## src/rtl/pipe_pkg.sv

```systemverilog
// Shared types and constants for the 5-stage pipeline scheduler.
package pipe_pkg;

   typedef enum logic [1:0] {
      ST_RUN      = 2'd0,
      ST_MEM_WAIT = 2'd1,
      ST_ERR      = 2'd2
   } sched_state_e;

   typedef struct packed {
      logic en;
      logic flush;
   } stage_ctrl_t;

   localparam logic [4:0] REG_X0 = 5'd0;

   localparam stage_ctrl_t CTRL_PASS   = '{en: 1'b1, flush: 1'b0};
   localparam stage_ctrl_t CTRL_BUBBLE = '{en: 1'b1, flush: 1'b1};
   localparam stage_ctrl_t CTRL_HOLD   = '{en: 1'b0, flush: 1'b0};

endpackage

```

## src/rtl/hazard_ldu_detect.sv

```systemverilog
// Load-use hazard compare between the IF/ID consumer and the ID/EX load producer.
module hazard_ldu_detect
   import pipe_pkg::*;
(
   input  logic       ifid_rs1_use_i,
   input  logic       ifid_rs2_use_i,
   input  logic [4:0] ifid_rs1_addr_i,
   input  logic [4:0] ifid_rs2_addr_i,
   input  logic       idex_load_i,
   input  logic [4:0] idex_rd_addr_i,
   output logic       ldu_o
);

   logic rs1_hit;
   logic rs2_hit;

   assign rs1_hit = ifid_rs1_use_i && (ifid_rs1_addr_i == idex_rd_addr_i);
   assign rs2_hit = ifid_rs2_use_i && (ifid_rs2_addr_i == idex_rd_addr_i);

   // x0 is hardwired zero, so a load targeting it never produces a dependency.
   assign ldu_o = idex_load_i && (idex_rd_addr_i != REG_X0) && (rs1_hit || rs2_hit);

endmodule

```

## src/rtl/pipe_sched_ctrl.sv

```systemverilog
// Stage-enable/flush scheduler with LSU-wait watchdog for the 5-stage RV32I pipeline.
// Optional performance counters are built when PIPE_PERF_CNT_EN is defined.
module pipe_sched_ctrl
   import pipe_pkg::*;
#(
   parameter int MAX_WAIT = 16,
   parameter int CNT_W    = 5
) (
   input  logic        clk_i,
   input  logic        rst_i,
   input  logic [4:0]  ifid_rs1_addr_i,
   input  logic [4:0]  ifid_rs2_addr_i,
   input  logic        ifid_rs1_use_i,
   input  logic        ifid_rs2_use_i,
   input  logic [4:0]  idex_rd_addr_i,
   input  logic        idex_load_i,
   input  logic        exmem_redirect_i,
   input  logic        mem_req_i,
   input  logic        mem_ready_i,
   output logic        pc_en_o,
   output logic        ifid_en_o,
   output logic        idex_en_o,
   output logic        exmem_en_o,
   output logic        memwb_en_o,
   output logic        ifid_flush_o,
   output logic        idex_flush_o,
   output logic        exmem_flush_o,
   output logic        memwb_flush_o,
   output logic [1:0]  state_o,
   output logic        err_o,
   output logic [31:0] stall_cnt_o,
   output logic [31:0] flush_cnt_o
);

   sched_state_e     state_q, state_d;
   logic [CNT_W-1:0] wait_cnt_q, wait_cnt_d;
   logic             ldu;
   logic             wait_hold;

   logic             pc_en_n;
   stage_ctrl_t      ifid_n, idex_n, exmem_n;
   logic             pc_en_c;
   stage_ctrl_t      ifid_c, idex_c, exmem_c, memwb_c;

   hazard_ldu_detect u_ldu (
      .ifid_rs1_use_i  (ifid_rs1_use_i),
      .ifid_rs2_use_i  (ifid_rs2_use_i),
      .ifid_rs1_addr_i (ifid_rs1_addr_i),
      .ifid_rs2_addr_i (ifid_rs2_addr_i),
      .idex_load_i     (idex_load_i),
      .idex_rd_addr_i  (idex_rd_addr_i),
      .ldu_o           (ldu)
   );

   // Redirect / load-use / pass-through resolution, shared by RUN and the wait-release cycle.
   always_comb begin
      // NOTE: every output gets a default first so no path leaves it unassigned (no latch).
      pc_en_n = 1'b1;
      ifid_n  = CTRL_PASS;
      idex_n  = CTRL_PASS;
      exmem_n = CTRL_PASS;
      if (exmem_redirect_i) begin
         ifid_n  = CTRL_BUBBLE;
         idex_n  = CTRL_BUBBLE;
         exmem_n = CTRL_BUBBLE;
      end else if (ldu) begin
         pc_en_n = 1'b0;
         ifid_n  = CTRL_HOLD;
         idex_n  = CTRL_BUBBLE;
      end
   end

   always_comb begin
      state_d    = state_q;
      wait_cnt_d = wait_cnt_q;
      wait_hold  = 1'b0;
      pc_en_c    = pc_en_n;
      ifid_c     = ifid_n;
      idex_c     = idex_n;
      exmem_c    = exmem_n;
      memwb_c    = CTRL_PASS;
      unique case (state_q)
         ST_RUN: begin
            if (mem_req_i && !mem_ready_i) begin
               wait_hold  = 1'b1;
               state_d    = ST_MEM_WAIT;
               wait_cnt_d = CNT_W'(1);
            end
         end
         ST_MEM_WAIT: begin
            if (!mem_ready_i) begin
               wait_hold = 1'b1;
               if (wait_cnt_q == CNT_W'(MAX_WAIT - 1)) state_d = ST_ERR;
               else                                    wait_cnt_d = wait_cnt_q + 1'b1;
            end else begin
               state_d    = ST_RUN;
               wait_cnt_d = '0;
            end
         end
         ST_ERR: begin
            pc_en_c = 1'b0;
            ifid_c  = CTRL_HOLD;
            idex_c  = CTRL_HOLD;
            exmem_c = CTRL_HOLD;
            memwb_c = CTRL_HOLD;
         end
         default: state_d = ST_RUN;
      endcase
      // LSU wait freezes everything older than MEM/WB and drains a bubble into writeback.
      if (wait_hold) begin
         pc_en_c = 1'b0;
         ifid_c  = CTRL_HOLD;
         idex_c  = CTRL_HOLD;
         exmem_c = CTRL_HOLD;
         memwb_c = CTRL_BUBBLE;
      end
   end

   always_ff @(posedge clk_i or posedge rst_i) begin
      // NOTE: sequential state uses non-blocking assignments so all flops update together.
      if (rst_i) begin
         state_q    <= ST_RUN;
         wait_cnt_q <= '0;
      end else begin
         state_q    <= state_d;
         wait_cnt_q <= wait_cnt_d;
      end
   end

   assign pc_en_o       = pc_en_c       & ~rst_i;
   assign ifid_en_o     = ifid_c.en     & ~rst_i;
   assign idex_en_o     = idex_c.en     & ~rst_i;
   assign exmem_en_o    = exmem_c.en    & ~rst_i;
   assign memwb_en_o    = memwb_c.en    & ~rst_i;
   assign ifid_flush_o  = ifid_c.flush  & ~rst_i;
   assign idex_flush_o  = idex_c.flush  & ~rst_i;
   assign exmem_flush_o = exmem_c.flush & ~rst_i;
   assign memwb_flush_o = memwb_c.flush & ~rst_i;
   assign state_o       = state_q;
   assign err_o         = (state_q == ST_ERR);

`ifdef PIPE_PERF_CNT_EN
   logic [31:0] stall_cnt_q;
   logic [31:0] flush_cnt_q;

   // EX/MEM flush is raised only by a redirect, so it marks each redirect cycle.
   always_ff @(posedge clk_i or posedge rst_i) begin
      if (rst_i) begin
         stall_cnt_q <= '0;
         flush_cnt_q <= '0;
      end else begin
         if (!pc_en_c && state_q != ST_ERR) stall_cnt_q <= stall_cnt_q + 32'd1;
         if (exmem_c.flush)                 flush_cnt_q <= flush_cnt_q + 32'd1;
      end
   end

   assign stall_cnt_o = stall_cnt_q;
   assign flush_cnt_o = flush_cnt_q;
`else
   assign stall_cnt_o = '0;
   assign flush_cnt_o = '0;
`endif

endmodule

```

## config.mk

```make
export PLATFORM = sky130hd
export DESIGN_NAME = pipe_sched_ctrl
export DESIGN_NICKNAME = d
export VERILOG_FILES = /design/src/rtl/pipe_pkg.sv /design/src/rtl/hazard_ldu_detect.sv /design/src/rtl/pipe_sched_ctrl.sv
export SDC_FILE = /design/constraint.sdc
export NUM_CORES = 1
export LEC_CHECK = 0
export CAP_MARGIN = 20
export CELL_PAD_IN_SITES_DETAIL_PLACEMENT = 1
export CELL_PAD_IN_SITES_GLOBAL_PLACEMENT = 1
export CORE_UTILIZATION = 19
export CTS_BUF_LIST = sky130_fd_sc_hd__clkbuf_8
export CTS_CLUSTER_SIZE = 28
export DETAILED_ROUTE_END_ITERATION = 8
export PLACE_DENSITY = 0.88
export REMOVE_ABC_BUFFERS = 1
export SLEW_MARGIN = 10
export SYNTH_ARGS = -nofsm -noshare
export SYNTH_HDL_FRONTEND = slang
export SYNTH_SLANG_ARGS = --single-unit
```

## constraint.sdc

```tcl
create_clock -name clk_i -period 1.7 [get_ports clk_i]
set_input_delay 0.17 -clock clk_i [delete_from_list [all_inputs] [get_ports clk_i]]
set_output_delay 0.17 -clock clk_i [all_outputs]
set_load 0.02 [all_outputs]
```

==> flow_summary_export.csv <==
group,metric,value,unit
status,outcome,"finished, violations left",
status,failed_checks,"setup timing",
yosys,ys_warn_count,0,
yosys,ys_ff_latch,7,
route,drt-initial-drc-count,14,
yosys,syn_area,0.00110,sq mm
clock_network,cts.clk_slew.worst_paths,50,ps
placement,io_buffers,34,
setup_path,critPathKind,"flip-flop to primary output",
final_layout,nets,211,
yosys,yosysSeqAreaShare,0.159,
setup_path,worstPathMaxFanout,3,
power,clkPwrFrac,0.302,
clock_network,h-tree-depth,1,
sta,hold_viol,0,
floorplanning,chipWidth,78.0,um
global_routing,grt_max_degree,14,
final_layout,utilization,0.273,
setup_path,r2r_end,"wait_cnt_q[3]$_DFFE_PP0P_",
power,power_frac_seq,0.233,
final_layout,area_delta_synth_final,37.5,%
clock_network,hold_buffers,0,
yosys,synthTopCellsByArea,"buf_4 (46%), dfrtp_1 (16%), xor2_1 (6.4%), o31ai_1 (2.7%), ha_1 (2.3%)",
yosys,ys_async_sr_fraction,1.00,
floorplanning,start_util,0.198,
global_routing,grt_pass1_vias,785,
clock_network,cts_buffers,3,
yosys,synth-main-ff-cell,"dfrtp_1",
job,drv_cap,0,
route,vias,899,
floorplanning,num_rows,27,
clock_network,clock-sinks,7,
setup_path,startpoint_type,"flip-flop",
global_routing,globalRouteTotalUtil,0.0748,
setup_path,cp-end-kind,"primary output",
sta,finClkSkew,8.53,ps
power,power.internal,0.000470,W
power,worst_ir_drop_vdd,324,uV
floorplanning,ios,99,
power,p_sw_frac,0.406,
power,comb_power_share,0.465,
global_routing,antenna_found_initial,0,
clock_network,cts_tree,"built",
global_routing,overflow,0,
yosys,synth_top_area_frac,0.458,
power,p_sw,0.000321,W
power,power.density,524,mW/mm^2
yosys,synth_cell_type_count,33,
setup_path,timing.rr.start,"wait_cnt_q[0]$_DFFE_PP0P_",
route,wl_per_cell,9.65,um
setup_path,crit_arrival,1640,ps
route,remaining_drc_errors,0,
floorplanning,core,0.00554,sq mm
yosys,synth_edf_count,0,
floorplanning,dieArea,0.00609,sq mm
clock_network,root_buffer,"clkbuf_8",
yosys,syn_avg_cell_area,8.20,sq um
sta,timing.fmax,552,MHz
sta,fin_ws,-113,ps
sta,maxSlewViolCount,0,
power,p_leak,0.753,nW
sta,fin_crit_sh,1.07,
clock_network,clockBufferDepth,2,
sta,rsz0062_at_grt,"true",
setup_path,required,1530,ps
sta,setup_viol,5,
route,ant_nets,0,
route,wl,2480,um
yosys,yosysTopAreaCell,"buf_4",
placement,place_congestion,0.745,
setup_path,rr_worst_depth,7,
global_routing,grt_pass1_wl,3570,um
setup_path,regToRegSetupSlack,40,ps
yosys,yosysMostFrequentCell,"buf_4",
final_layout,postLayoutCellArea,0.00151,sq mm
final_layout,nFillCells,696,
final_layout,n_antenna_cell,0,
floorplanning,die_h,78.0,um
yosys,netlist_instances,134,
route,via_per_inst,3.50,
placement,placed_cell_area,0.00137,sq mm
placement,place_hpwl,2010,um
sta,layout_min_cycle_time,1810,ps
hold_path,hp-class,"primary input to asynchronous set/reset pin",
clock_network,insertion_delay,230,ps
yosys,synthTopCellsByCount,"buf_4 (67), xor2_1 (8), dfrtp_1 (7)",
final_layout,drive_gt1_frac,0.265,
route,firstDrtPassIters,4,
-- flip-flops by register name, indices dropped and copies added, names as in the netlist --
signal	count
state_o	2
wait_cnt_q	5
-- cell usage in the layout (no fill, tap or decap), drive strengths merged, types with 3 or more instances in the layout --
master / netlist / final
conb: 1 / 64
buf: 68 / 27
clkdlybuf4s50: 0 / 15
dlygate4sd2: 0 / 9
xor2: 8 / 8
dfrtp: 7 / 7
nor2: 5 / 5
a21oi: 5 / 5
o31ai: 4 / 4
o21ai: 4 / 4
inv: 3 / 3
or4: 3 / 3
clkbuf: 1 / 3
-- power by group through the flow --
stage | registers (W) | clock network (W) | logic [W]
CTS | 0.000184 | 0.000249 | 0.000356
finish | 0.000184 | 0.000239 | 0.000368
floorplan | 0.000191 | 0 | 0.000203
global placement | 0.000186 | 0 | 0.000343
global route | 0.000185 | 0.000259 | 0.000397
detailed placement | 0.000186 | 0 | 0.000348
-- critical path: stages, from the launching register on --
cell	delay [ps]
dfrtp_1	390
or2_4	250
a211oi_4	300
buf_4	150
o31a_1	180
buf_6	130
-- worst max path at each step --
stage                           startpoint           end  slack [ps]  cells past startpoint
floorplan           state_o[0]$_DFFE_PP0P_  idex_flush_o        -860                      4
global placement                 mem_req_i  idex_flush_o        -650                      6
detailed placement               mem_req_i  idex_flush_o        -680                      6
CTS                 state_o[0]$_DFFE_PP0P_     ifid_en_o        -110                      5
global route        state_o[0]$_DFFE_PP0P_  idex_flush_o        -180                      5
finish              state_o[0]$_DFFE_PP0P_       pc_en_o        -110                      5
-- routing by layer --
| layer | track usage | routed length [um] | part of all wire |
|---|---|---|---|
| met1 | 0.0890 | 963 | 0.39 |
| met5 | 0 | 0 | 0 |
| met2 | 0.128 | 1280 | 0.52 |
| met4 | 0.0167 | 0 | 0 |
| met3 | 0.0267 | 236 | 0.095 |
-- final cells by class --
type | instances | area, sq um | area share
multi-input combinational | 118 | 713 | 0.472
timing repair buffer | 53 | 474 | 0.314
sequential | 7 | 175 | 0.116
tap | 72 | 90.1 | 0.0597
clock buffer | 3 | 41.3 | 0.0273
inverter | 3 | 11.3 | 0.00746
clock inverter | 1 | 5.00 | 0.00331
-- stage by stage --
step,setup TNS (ps),hold WS (ps),worst slack (ps),instances,power [W]
after global routing,-861,453,-180,257,0.000841
after CTS,-522,434,-115,256,0.000788
after detailed placement,-4840,503,-680,250,0.000534
after floorplan,-3530,-26.6,-862,128,0.000394
final,-428,417,-113,257,0.000791
after global placement,-4480,485,-652,250,0.000529
-- cells by family (layout without fill, tap and decap cells) --
group / count (synthesis) / after routing / share of synthesized area
buffers and inverters: 72 / 60 / 0.482
AND/OR/NAND/NOR: 23 / 23 / 0.131
AO/OA/AOI/OAI: 19 / 19 / 0.122
XOR/XNOR: 10 / 10 / 0.0797
flip-flops: 7 / 7 / 0.159
adder cells (fa/ha/maj): 2 / 2 / 0.0228
other: 1 / 64 / 0.00341
-- timing repair --
item	4_1_cts	5_1_grt
resized for setup	62	14
pin swaps	12	7
buffers inserted	3	3
setup endpoints to repair	13	13
(Power assumes the default switching activity.)
